===== config.mk =====
export PLATFORM = sky130hd
export DESIGN_NAME = stopwatch_bcd
export DESIGN_NICKNAME = d
export VERILOG_FILES = /design/src/rtl/stopwatch_bcd.sv
export SDC_FILE = /design/constraint.sdc
export NUM_CORES = 1
export LEC_CHECK = 0
export BUFFER_PORTS_ARGS = -buffer_cell sky130_fd_sc_hd__clkbuf_2
export CAP_MARGIN = 20
export CORE_AREA = 3 3 75 77
export DETAILED_ROUTE_END_ITERATION = 8
export DIE_AREA = 0 0 78 80
export HOLD_SLACK_MARGIN = 0.03
export PLACE_DENSITY_LB_ADDON = 0.12
export RECOVER_POWER = 25
export SLEW_MARGIN = 20
export SYNTH_ARGS = -nofsm -noshare
export SYNTH_HDL_FRONTEND = slang
export SYNTH_SLANG_ARGS = --single-unit
export TNS_END_PERCENT = 20

===== constraint.sdc =====
create_clock -name clk -period 3.5 [get_ports clk]
set_clock_uncertainty 0.15 [all_clocks]
set_input_delay 0.35 -clock clk [delete_from_list [all_inputs] [get_ports clk]]
set_output_delay 0.35 -clock clk [all_outputs]
set_load 0.02 [all_outputs]

===== src/rtl/stopwatch_bcd.sv =====
// stopwatch_bcd: four-digit BCD stopwatch (0000-9999) for a seven-segment display.
// A prescaler divides clk down to a count tick while running; start_stop and lap
// act on rising edges, clear forces the block back to zero/idle.
// Handshake note: there is no valid/ready traffic here; every control input is a
// level sampled on each rising clk edge, and every output is registered or a
// 2:1 mux of registered values.
module stopwatch_bcd #(
   parameter int TICK_DIV = 500000
) (
   input  logic       clk,
   input  logic       reset,
   input  logic       start_stop,
   input  logic       clear,
   input  logic       lap,
   output logic [3:0] d0,
   output logic [3:0] d1,
   output logic [3:0] d2,
   output logic [3:0] d3,
   output logic       running,
   output logic       frozen,
   output logic       overflow,
   output logic [1:0] dbg_state
);

   localparam int PW = (TICK_DIV > 1) ? $clog2(TICK_DIV) : 1;
   localparam logic [PW-1:0] PRESC_MAX = PW'(TICK_DIV - 1);

   localparam logic [1:0] ST_IDLE = 2'd0;
   localparam logic [1:0] ST_RUN  = 2'd1;
   localparam logic [1:0] ST_STOP = 2'd2;

   logic [1:0]      r_state;
   logic            r_ss_q;
   logic            r_lap_q;
   logic [PW-1:0]   r_presc;
   logic [3:0][3:0] r_cnt;
   logic [3:0][3:0] r_snap;
   logic            r_frozen;
   logic            r_overflow;

   logic            w_ss_edge;
   logic            w_lap_edge;
   logic            w_tick;
   logic [3:0][3:0] w_cnt_inc;
   logic            w_wrap;

   assign w_ss_edge  = start_stop & ~r_ss_q;
   assign w_lap_edge = lap & ~r_lap_q;
   assign w_tick     = (r_state == ST_RUN) && (r_presc == PRESC_MAX);

   // Ripple a decimal carry through the four digits; w_wrap marks 9999 -> 0000.
   always_comb begin
      logic w_carry;
      w_cnt_inc = r_cnt;
      w_carry   = 1'b1;
      for (int i = 0; i < 4; i++) begin
         if (w_carry) begin
            if (r_cnt[i] == 4'd9) begin
               w_cnt_inc[i] = 4'd0;
            end else begin
               w_cnt_inc[i] = r_cnt[i] + 4'd1;
               w_carry      = 1'b0;
            end
         end
      end
      w_wrap = w_carry;
   end

   // Previous-cycle copies of the key inputs; they keep updating during clear.
   always_ff @(posedge clk) begin
      if (reset) begin
         r_ss_q  <= 1'b0;
         r_lap_q <= 1'b0;
      end else begin
         r_ss_q  <= start_stop;
         r_lap_q <= lap;
      end
   end

   // Run/stop state machine; clear always returns to IDLE.
   always_ff @(posedge clk) begin
      if (reset || clear) begin
         r_state <= ST_IDLE;
      end else if (w_ss_edge) begin
         case (r_state)
            ST_IDLE: r_state <= ST_RUN;
            ST_RUN:  r_state <= ST_STOP;
            ST_STOP: r_state <= ST_RUN;
            default: r_state <= ST_IDLE;
         endcase
      end
   end

   // Prescaler advances only in RUN and holds its phase across a stop.
   always_ff @(posedge clk) begin
      if (reset || clear) begin
         r_presc <= '0;
      end else if (r_state == ST_RUN) begin
         if (w_tick) r_presc <= '0;
         else        r_presc <= r_presc + PW'(1);
      end
   end

   // Live BCD count and the sticky wrap flag.
   always_ff @(posedge clk) begin
      if (reset || clear) begin
         r_cnt      <= '0;
         r_overflow <= 1'b0;
      end else if (w_tick) begin
         r_cnt <= w_cnt_inc;
         if (w_wrap) r_overflow <= 1'b1;
      end
   end

   // Lap freeze toggle; the snapshot takes the count as it was before this edge.
   always_ff @(posedge clk) begin
      if (reset || clear) begin
         r_frozen <= 1'b0;
         r_snap   <= '0;
      end else if (w_lap_edge) begin
         r_frozen <= ~r_frozen;
         if (!r_frozen) r_snap <= r_cnt;
      end
   end

   assign d0        = r_frozen ? r_snap[0] : r_cnt[0];
   assign d1        = r_frozen ? r_snap[1] : r_cnt[1];
   assign d2        = r_frozen ? r_snap[2] : r_cnt[2];
   assign d3        = r_frozen ? r_snap[3] : r_cnt[3];
   assign running   = (r_state == ST_RUN);
   assign frozen    = r_frozen;
   assign overflow  = r_overflow;
   assign dbg_state = r_state;

endmodule


Word level (Yosys, flattened, before mapping)
Index checks and enable logic that the tools add are counted.
{ "op_classes": {"mux": 17, "n_addsub": 5, "bitwise": 5, "eq_ne": 7, "reduce_logical": 9} }
{ "ops": {"columns": ["operator", "n"], "rows": [
  ["$mux W4", 8],
  ["$add A19 B1 Y19 const B", 1],
  ["$eq A19 B19 Y1 const B", 1],
  ["$mux W19", 1],
  ["$add A4 B1 Y4 const B", 4],
  ["$eq A4 B4 Y1 const B", 4],
  ["$reduce_and A2 Y1", 5],
  ["$mux W1", 7],
  ["$pmux W2 S2", 1],
  ["$not A1 Y1", 3],
  ["$and A1 B1 Y1", 2],
  ["$eq A2 B1 Y1 const B", 1],
  ["$eq A2 B2 Y1 const B", 1],
  ["$logic_not A2 Y1", 1],
  ["$reduce_or A2 Y1", 1],
  ["$logic_and A1 B1 Y1", 1],
  ["$logic_or A1 B1 Y1", 1]
]} }
{ "totals": {"out_inout_bits": 21, "in_bits": 5, "reg_bits": 57, "wordCells": 57} }

Logic depth before layout (Yosys ltp)
Gate-level depths: netlist of the first run.
{ "depth": {"ltp_word": 6, "ltp_mapped": 7} }

Worst setup path before layout of the first run
No wires, ideal clock.
{ "synth_timing": {"path_kind": "reg2reg", "start": "reg r_presc[5]", "end": "reg r_cnt[13] (netlist bit)", "path_stages_with_launch": 6, "required_time_ps": 3280, "t_arrival_ps": 1997, "period_less_slack_ps": 2217, "setup_ps": 70, "setup_slack_ps": 1283, "path_cell_list": "dfxtp_1 > or4_4 > nor4_4 > nand2_4 > or4b_1 > a21oi_1"} }
{ "synth_via": {"elab_chain_len": 3} }
{ "synth_rtl": {"columns": ["element", "line", "text"], "rows": [
  ["start, declared", "35", "logic [PW-1:0] r_presc;"],
  ["start signal, assigned", "100", "else r_presc <= r_presc + PW'(1);"],
  ["$eq A19 B19 Y1", "49", "assign w_tick = (r_state == ST_RUN) && (r_presc == PRESC_MAX);"],
  ["$logic_and A1 B1 Y1", "49", null],
  ["$reduce_and A2 Y1 (no line)", null, null],
  ["end signal, assigned", "110", "r_cnt <= w_cnt_inc;"],
  ["end, declared", "36", "logic [3:0][3:0] r_cnt;"]
]} }
No other way between the ends.
A chain may end at the register's enable or synchronous reset.

Final worst setup path of the first run
{ "layout_timing": {"start": "reg r_presc[1]", "end": "reg r_cnt[14] (netlist bit)"} }
Same word-level chain as after synthesis.

==> reports/metrics.cfg, run 1 <==
[die]
row_count = 26
io_pins = 26
die_w_um = 78
coreArea_um2 = 5070
die_h_um = 80
die-area_um2 = 6240
initial_core_util_pct = 52.5

[synthesis]
synth_edf_count = 0
synth-seq-cells = 57
ys_top_cells_by_area = dfxtp_1, nand2_1, xor2_1, nor2_1, mux2_2
ys.flop_type = dfxtp_1
synth_nets = 323
yosysWarnings = 0
synth-seq-area-share_pct = 42.8
synth.largest_area_cell = dfxtp_1
netlist.area_leader.share_pct = 42.8
synth_area_um2 = 2660
synthCells = 317
yosys.cell_types.count = 45
syn_area_per_cell_um2 = 8.40
synth_async_sr_flop_share_pct = 0

[cells_and_area]
final_nets = 345
utilization_pct = 60.1
layout-drive-gt1-share_pct = 16.3
area_growth_pct = 14.5
antenna_cells = 0
finalNonFillerCells = 414

[flow_run]
max-cap-violations = 1

[grt]
grt_overflow = 0
grt_start_max_net_pins = 35
grt_first_pass_wirelength_um = 8980
track_usage_pct = 18.6
first_global_vias = 1913
antenna_found_initial = 0

[clock_network]
cts_tree = done
ctsResizeCount = 0
holdBufCountCts = 0
cts_max_level = 3
cts_setup_buffers = 0
cts_root_buf = clkbuf_8
ctsLongestPathBuffers = 2
cts_num_sinks = 57
clkTransAtPathRegs_ns = 0.06
clock_latency_ns = 0.33
cts_made_buffers = 9

[timing]
period_minus_slack_ns = 2.48
setup_tns_ns = 0
finalMaxSlewViolations = 35
post-route-period-util_pct = 70.8
hold_violations = 0
fmaxAchievable_mhz = 403
slew-limit-headroom_pct = -32.8
tightestPinTransition_ns = 1.99
setup_viol = 0
rsz0062_at_grt = no

[status]
outcome = finished, violations left
violations = capacitance limit, slew limit

[routing]
remaining_drc_errors = 0
vias = 2191
antenna_left = 0
via_per_inst = 5.29
dr.pass1.iters = 4
initialDrtViolationCount = 60
wirelength_um = 5390
wl_per_cell_um = 13.0

[setup_path]
crit_path_end_kind = register
critPathLaunchType = register
critPathKind = register to register
critPathArrivalTime_ns = 2.57
rr_worst_depth = 6
cp.required_ns = 3.59
critical_path.max_fanout = 5

[place]
place_congestion = 0.787
portBuffers = 25
hpwl_um = 3620
place_inst = 398

[power]
powerDensity_nw_per_um2 = 449
power_mw = 1.37
ir_worst_vdd_v = 0.000221
p_leak_nw = 1.09

[min_path]
hold_path_class = input pin to register
min_path_cells = 2

-- synthesized netlist by cell type, types with 2 or more instances --
cell      count
dfxtp_1      57
nand2_1      54
nor2_1       37
a21oi_1      24
xor2_1       16
nand3_1      15
clkbuf_1     14
mux2_2       12
nand4_1      10
o21ai_0       8
xnor2_1       7
inv_1         6
nand4b_1      5
mux2i_1       4
nor2b_1       4
or3_1         4
and4_1        3
nor3_1        3
or4_1         3
and2_1        2
nand2b_1      2
nor4_1        2
nor4_4        2
or2_2         2
-- placed cells by master (no fill, tap or decap), types with 8 or more instances in the layout --
cell type / synthesis / routed
nand2_1: 54 / 54
mux2_2: 12 / 12
nand4_1: 10 / 10
nor2_1: 37 / 37
a21oi_1: 24 / 24
clkbuf_2: 0 / 19
nand3_1: 15 / 15
dfxtp_1: 57 / 57
o21ai_0: 8 / 8
xor2_1: 16 / 16
clkbuf_8: 0 / 14
-- cell type report --
type | count | area, µm²
sequential | 57 | 1140
timing repair buffer | 27 | 133
fill | 481 | 2030
multi-input combinational | 238 | 1440
clock inverter | 1 | 30.0
clock buffer | 15 | 196
tap | 70 | 87.6
inverter | 6 | 22.5
-- layer usage --
layer | global-route usage, % | up-vias | wire length [µm]
met5 | 0 | - | 0
met1 | 23.4 | 1006 | 2690
met2 | 28.8 | 43 | 2380
met4 | 11.0 | 0 | 123
met3 | 4.51 | 10 | 193
li1 | - | 1132 | -
-- cells by family after synthesis --
group / after synthesis / synth area share [%]
mux: 16 / 6.58
buf+inv: 22 / 3.15
compound gates: 40 / 8.27
simple gates: 158 / 31.1
flops: 57 / 42.8
xor+xnor: 23 / 7.56
fa+ha+maj: 1 / 0.470
-- report_power, final --
part | internal, mW | switching [mW] | total, mW
combinational | 0.0102 | 0.0288 | 0.0390
clock | 0.427 | 0.248 | 0.674
sequential | 0.652 | 0.00494 | 0.656
total | 1.09 | 0.281 | 1.37
-- worst paths after layout --
check | from | endpoint | slack [ns]
worst max-delay path | r_presc[1]$_SDFFE_PP0N_ | r_cnt[14]$_SDFFE_PP0P_ | 1.02
worst min-delay path | start_stop | r_ss_q$_SDFF_PP0_ | 0.10
worst max register to register | r_presc[1]$_SDFFE_PP0N_ | r_cnt[14]$_SDFFE_PP0P_ | 1.02
worst min register to register | r_snap[0]$_SDFFE_PP0P_ | r_snap[0]$_SDFFE_PP0P_ | 0.30
-- critical path, cell delays in order (launching register included) --
cell and delay (ns):
dfxtp_1 0.37, ha_1 0.22, nand4b_1 0.26, nor4_2 0.49
nand3_1 0.24, or4_1 0.51, a21oi_1 0.15
-- state kept, by name, summed over array words and instances (netlist names) --
| signal | cells |
|---|---|
| r_presc | 19 |
| r_cnt | 16 |
| r_snap | 16 |
| dbg_state | 2 |
| frozen | 1 |
| overflow | 1 |
| r_lap_q | 1 |
| r_ss_q | 1 |
-- metrics by stage --
stage               worst slack, ns  hold WS (ns)  cell area [µm²]
floorplan                      1.28         0.267             2660
global placement               1.18         0.288             2830
detailed placement             1.09         0.297             2830
CTS                            1.06        0.0685             3060
global route                  0.817         0.109             3050
finish                         1.02         0.101             3050
Note: power is estimated with default switching activity, not from simulation.
==> inputs of run 2 (changes only) <==
==> constraint.sdc (replaced) <==
create_clock -name clk -period 2.3 [get_ports clk]
set_clock_uncertainty 0.15 [all_clocks]
set_input_delay 0.23 -clock clk [delete_from_list [all_inputs] [get_ports clk]]
set_output_delay 0.23 -clock clk [all_outputs]
set_load 0.02 [all_outputs]
==> reports/metrics.cfg, run 2 (same netlist as run 1, synthesis figures left out) <==
[cells_and_area]
largest_reg_flops = 19  ; unchanged
layout-drive-gt1-share_pct = 22.8  ; +6.5 points
antenna_cells = 0  ; unchanged
stdcell_area_um2 = 3260  ; +6.8%
utilization_pct = 64.2  ; +4.1 points
final_cell_mix = dfxtp_1, nand2_1, nor2_1, a21oi_1, buf_4
reg_top3 = r_presc: 19 flops, r_cnt: 16 flops, r_snap: 16 flops
final_nets = 370  ; +7.2%
area_growth_pct = 22.3
largest_register = r_presc
regArea_um2 = 1140  ; +0.11%
final_common_cell = dfxtp_1
multiInputGateArea_um2 = 1450  ; +0.52%
filler_cell_count = 467  ; -2.9%

[setup_path]
critPathSlowestCell = or4b_4
rrSetupSlack_ns = 0.04  ; -0.98 ns
critPathLaunchType = register
critical_path.top_delay_family = simple AND/OR/NAND/NOR gates
critical_path_depth = 5  ; -1
r2r-end = r_cnt[13]$_SDFFE_PP0P_
rr_worst_depth = 5  ; -1
crit_path_end_kind = register
critPathArrivalTime_ns = 2.37  ; -0.20 ns
cp.required_ns = 2.41  ; -1.18 ns
crit_chain = or4b_4 > nor4_4 > nand2_4 > or4b_1 > a21oi_1
rr_startpoint = r_presc[9]$_SDFFE_PP0N_
worst-path-buf-inv = 0  ; unchanged
critPathKind = register to register
slowest_delay_ns = 0.56  ; +0.05 ns
critical_path.max_fanout = 5  ; unchanged

[status]
outcome = completed

[timing]
finalMaxSlewViolations = 0  ; -100%
tightestPinTransition_ns = 0.574  ; -1.42 ns
rsz0062_at_grt = yes
setup_viol = 0  ; unchanged
hold_ws_ns = 0.136  ; +0.0351 ns
period_minus_slack_ns = 2.26  ; -0.220 ns
post-route-period-util_pct = 98.2  ; +27 points
fmaxAchievable_mhz = 443  ; +9.7%
slew-limit-headroom_pct = 61.7  ; +95 points
hold_violations = 0  ; unchanged

[power]
swShare_pct = 20.9  ; +0.37 points
p_leak_nw = 1.22  ; +12%
powerDensity_nw_per_um2 = 652  ; +45%
power.net_switching_mw = 0.444  ; +58%
power_mw = 2.12  ; +55%
seq_power_share_pct = 46.9  ; -1.0 points
combPwrFrac_pct = 3.4  ; +0.6 points
ir_worst_vdd_v = 0.000531  ; +140%
p_clk_share_pct = 49.7  ; +0.5 points
internal-power_mw = 1.68  ; +54%

[clock_network]
cts_made_buffers = 9  ; unchanged
cts_max_level = 3  ; unchanged
cts_root_buf = clkbuf_8
cts_num_sinks = 57  ; unchanged
clock_latency_ns = 0.33  ; about the same
cts_tree = done
ctsLongestPathBuffers = 2  ; unchanged
clkTransAtPathRegs_ns = 0.06  ; about the same

[flow_run]
max-cap-violations = 0  ; -1

[die]
die_h_um = 80  ; unchanged
die-area_um2 = 6240  ; unchanged
row_count = 26  ; unchanged
coreArea_um2 = 5070  ; unchanged
die_w_um = 78  ; unchanged
initial_core_util_pct = 52.5  ; unchanged
io_pins = 26  ; unchanged

[grt]
track_usage_pct = 19.4  ; +0.85 points
antenna_found_initial = 0  ; unchanged
grt_first_pass_wirelength_um = 9730  ; +8.4%
grt_overflow = 0  ; unchanged
grt_start_max_net_pins = 29  ; -17%
first_global_vias = 2124  ; +11%

[routing]
wl_per_cell_um = 12.6  ; -3.2%
remaining_drc_errors = 0  ; unchanged
via_per_inst = 5.16  ; -2.6%
antenna_left = 0  ; unchanged
initialDrtViolationCount = 83  ; +38%
wirelength_um = 5530  ; +2.6%
dr.pass1.iters = 4  ; unchanged
vias = 2264  ; +3.3%

[place]
portBuffers = 25  ; unchanged
hpwl_um = 3940  ; +8.9%
place_congestion = 0.820  ; +4.2%
place_area_um2 = 2980  ; +5.3%

[min_path]
min_to = r_cnt[6]$_SDFFE_PP0P_
hold_path_class = input pin to register
min_path_cells = 3  ; +1
hp-start = clear

## run 2: changes by cell type in the layout (fill, tap and decap cells not counted), moves of 2 or more
cell / before / now
buf_4: 2 / 24
clkbuf_1: 7 / 5
clkbuf_8: 14 / 11
clkinv_2: 0 / 2
dlygate4sd3_1: 0 / 3
## run 2: power by group through the flow
stage	clock network, mW	logic (mW)	registers, mW
finish	1.06	0.0721	0.995
global route	1.11	0.0793	0.995
CTS	1.08	0.0737	0.995
detailed placement	0	0.0694	1.02
global placement	0	0.0693	1.02
floorplan	0	0.0438	1.02
## run 2: area by class of cell
class / instances / area share (%)
Multi-Input combinational cell: 238 / 44.4
Sequential cell: 57 / 35.1
Timing Repair Buffer: 52 / 10.1
Clock buffer: 11 / 4.65
Tap cell: 70 / 2.69
Clock inverter: 5 / 2.38
Inverter: 6 / 0.692
## run 2: how the worst max path moves through the flow
| stage | from | end | slack (ns) |
|---|---|---|---|
| floorplan | r_presc[5]$_SDFFE_PP0N_ | r_cnt[13]$_SDFFE_PP0P_ | 0.08 |
| detailed placement | r_presc[5]$_SDFFE_PP0N_ | r_cnt[13]$_SDFFE_PP0P_ | -0.0002 |
| global placement | r_presc[6]$_SDFFE_PP0N_ | r_cnt[13]$_SDFFE_PP0P_ | 0.03 |
| CTS | r_presc[9]$_SDFFE_PP0N_ | r_cnt[13]$_SDFFE_PP0P_ | 0.04 |
| finish | r_presc[9]$_SDFFE_PP0N_ | r_cnt[13]$_SDFFE_PP0P_ | 0.04 |
| global route | r_presc[9]$_SDFFE_PP0N_ | r_cnt[14]$_SDFFE_PP0P_ | -0.01 |
## run 2: metrics by stage
stage               setup TNS, ns  std cells  setup WS (ns)
finish                          0        439         0.0414
global route              -0.0252        439        -0.0142
CTS                             0        439         0.0358
detailed placement      -0.000213        418      -0.000213
global placement                0        418         0.0253
floorplan                       0        317         0.0830
## run 2: tightest hold or removal path, delay by kind of cell
family | cells | cell delay (ns)
buffers and inverters | 1 | 0.08
and+or+nand+nor | 2 | 0.25
## run 2: repair_timing
action	in CTS	in global routing
gates resized for setup	0	3
pin swaps	1	0
hold endpoints to repair	2	0
hold buffers	3	0
setup buffers	2	0
setup endpoints to repair	1	3
## run 2: per-layer routing
layer,global-route usage (%),wire length [µm]
met2,30.9,2540
met1,25.4,2740
met4,8.92,91
met3,3.84,156
met5,0,0
==> inputs of run 3 (changes only) <==
--- a/config.mk
+++ b/config.mk
@@ -7,11 +7,11 @@
 export LEC_CHECK = 0
 export BUFFER_PORTS_ARGS = -buffer_cell sky130_fd_sc_hd__clkbuf_2
 export CAP_MARGIN = 20
-export CORE_AREA = 3 3 75 77
+export CORE_AREA = 4 4 76 78
 export DETAILED_ROUTE_END_ITERATION = 8
-export DIE_AREA = 0 0 78 80
+export DIE_AREA = 0 0 80 82
 export HOLD_SLACK_MARGIN = 0.03
-export PLACE_DENSITY_LB_ADDON = 0.12
+export PLACE_DENSITY = 0.74
 export RECOVER_POWER = 25
 export SLEW_MARGIN = 20
 export SYNTH_ARGS = -nofsm -noshare
==> reports/metrics.cfg, run 3 (same netlist as run 1, synthesis figures left out) <==
[status]
outcome = completed

[setup_path]
critPathKind = register to register
critPathSlowestCell = or4b_1
cp.required_ns = 2.42  ; about the same
worst-path-buf-inv = 2  ; +2
rr_startpoint = r_presc[1]$_SDFFE_PP0N_
r2r-end = r_cnt[13]$_SDFFE_PP0P_
critical_path.top_delay_family = simple AND/OR/NAND/NOR gates
critPathArrivalTime_ns = 2.36  ; about the same
crit_chain = ha_2 > nand4b_1 > buf_4 > nor4_4 > buf_4 > nand2_4 > or4b_1 > a21oi_1
rr_worst_depth = 8  ; +3
rrSetupSlack_ns = 0.06  ; +0.02 ns
crit_path_end_kind = register
slowest_delay_ns = 0.50  ; -0.06 ns
cpMostUsedCell = buf_4
critPathLaunchType = register
critical_path.max_fanout = 5  ; unchanged

[routing]
via_per_inst = 5.26  ; +1.9%
initialDrtViolationCount = 127  ; +53%
wl_per_cell_um = 12.6  ; about the same
dr.pass1.iters = 4  ; unchanged
vias = 2334  ; +3.1%
wirelength_um = 5580  ; +1.0%
remaining_drc_errors = 0  ; unchanged
antenna_left = 0  ; unchanged

[cells_and_area]
antenna_cells = 0  ; unchanged
area_growth_pct = 23.5
largest_reg_flops = 19  ; unchanged
final_nets = 375  ; +1.4%
final_cell_mix = dfxtp_1, nand2_1, nor2_1, buf_4, a21oi_1
utilization_pct = 64.8  ; +0.64 points
filler_cell_count = 451  ; -3.4%
largest_register = r_presc
reg_top3 = r_presc: 19 flops, r_cnt: 16 flops, r_snap: 16 flops
layout-drive-gt1-share_pct = 23.8  ; +1.0 points
final_common_cell = dfxtp_1

[grt]
grt_overflow = 0  ; unchanged
first_global_vias = 2180  ; +2.6%
antenna_found_initial = 0  ; unchanged
track_usage_pct = 18.9  ; -0.47 points
grt_first_pass_wirelength_um = 9620  ; -1.1%
grt_start_max_net_pins = 26  ; -10%

[power]
power.net_switching_mw = 0.420  ; -5.4%
seq_power_share_pct = 47.8  ; +0.9 points
swShare_pct = 20.2  ; -0.76 points
combPwrFrac_pct = 3.5  ; about the same
p_clk_share_pct = 48.7  ; -1.0 points
internal-power_mw = 1.66  ; -0.93%
p_leak_nw = 1.25  ; +2.3%
ir_worst_vdd_v = 0.000399  ; -25%
powerDensity_nw_per_um2 = 633  ; -2.8%

[die]
die_w_um = 80  ; +2.6%
die_h_um = 82  ; +2.5%
coreArea_um2 = 5070  ; unchanged
die-area_um2 = 6560  ; +5.1%
io_pins = 26  ; unchanged
initial_core_util_pct = 52.5  ; unchanged
row_count = 26  ; unchanged

[clock_network]
cts_root_buf = clkbuf_8
cts_made_buffers = 9  ; unchanged
ctsLongestPathBuffers = 2  ; unchanged
cts_max_level = 3  ; unchanged
cts_tree = done
clock_latency_ns = 0.34  ; about the same
cts_num_sinks = 57  ; unchanged
clkTransAtPathRegs_ns = 0.06  ; about the same

[min_path]
min_to = overflow$_SDFFE_PP0P_
hold_path_class = input pin to register
hp-start = clear
min_path_cells = 3  ; unchanged

[timing]
finalMaxSlewViolations = 0  ; unchanged
rsz0062_at_grt = yes
hold_violations = 0  ; unchanged
period_minus_slack_ns = 2.24  ; -0.0186 ns
hold_ws_ns = 0.114  ; -0.0218 ns
tightestPinTransition_ns = 0.566  ; -0.00761 ns
setup_viol = 0  ; unchanged
slew-limit-headroom_pct = 62.3  ; +0.51 points
post-route-period-util_pct = 97.4  ; -0.81 points
fmaxAchievable_mhz = 446  ; +0.83%

[place]
hpwl_um = 3990  ; +1.3%
portBuffers = 25  ; unchanged
place_congestion = 0.773  ; -5.7%

[flow_run]
max-cap-violations = 0  ; unchanged

run 3: per-layer routing:
metal	global-route usage (%)	up-vias	part of all wire, %	wire length, µm
li1	-	1194	-	-
met1	23.6	1095	49	2710
met2	30.0	35	46	2550
met3	5.59	10	4.3	240
met4	9.12	0	1.5	85
met5	0	-	0	0
run 3: what timing repair did:
action | CTS | global route
buffers inserted | 0 | 4
setup endpoints to repair | 0 | 4
hold endpoints to repair | 2 | 0
hold buffers | 3 | 0
gates resized for setup | 0 | 3
run 3: through the flow:
step | std cells | area (µm²) | power [mW] | worst slack (ns) | setup TNS, ns
finish | 444 | 3290 | 2.08 | 0.0600 | 0
CTS | 440 | 3260 | 2.11 | 0.0342 | 0
floorplan | 317 | 2660 | 1.06 | 0.0830 | 0
global placement | 421 | 3000 | 1.09 | 0.0694 | 0
detailed placement | 421 | 3000 | 1.09 | 0.0507 | 0
global route | 444 | 3290 | 2.16 | -0.0329 | -0.0847
run 3: area by class of cell:
type	instances	area (µm²)	share of cell area (%)
clock buffer	15	196	5.97
clock inverter	1	30.0	0.913
inverter	6	22.5	0.685
multi-input combinational	238	1440	43.8
sequential	57	1140	34.8
tap	70	87.6	2.66
timing repair buffer	57	368	11.2
run 3: how the worst max path moves through the flow:
stage | slack (ns) | end | start | depth (start not counted)
after floorplan | 0.08 | r_cnt[13]$_SDFFE_PP0P_ | r_presc[5]$_SDFFE_PP0N_ | 5
after global placement | 0.07 | r_cnt[13]$_SDFFE_PP0P_ | r_presc[6]$_SDFFE_PP0N_ | 5
after detailed placement | 0.05 | r_cnt[13]$_SDFFE_PP0P_ | r_presc[6]$_SDFFE_PP0N_ | 5
after CTS | 0.03 | r_cnt[13]$_SDFFE_PP0P_ | r_presc[6]$_SDFFE_PP0N_ | 5
after global routing | -0.03 | r_cnt[13]$_SDFFE_PP0P_ | r_presc[1]$_SDFFE_PP0N_ | 8
final | 0.06 | r_cnt[13]$_SDFFE_PP0P_ | r_presc[1]$_SDFFE_PP0N_ | 8
run 3: power by group through the flow:
stage | clock network (mW) | logic [mW] | registers [mW]
finish | 1.02 | 0.0729 | 0.995
global route | 1.09 | 0.0796 | 0.994
CTS | 1.04 | 0.0737 | 0.994
detailed placement | 0 | 0.0694 | 1.02
global placement | 0 | 0.0693 | 1.02
floorplan | 0 | 0.0438 | 1.02
run 3: tightest hold or removal path, stage by stage:
cell      delay (ns)
clkbuf_2        0.08
nor2_1          0.11
o21a_1          0.13
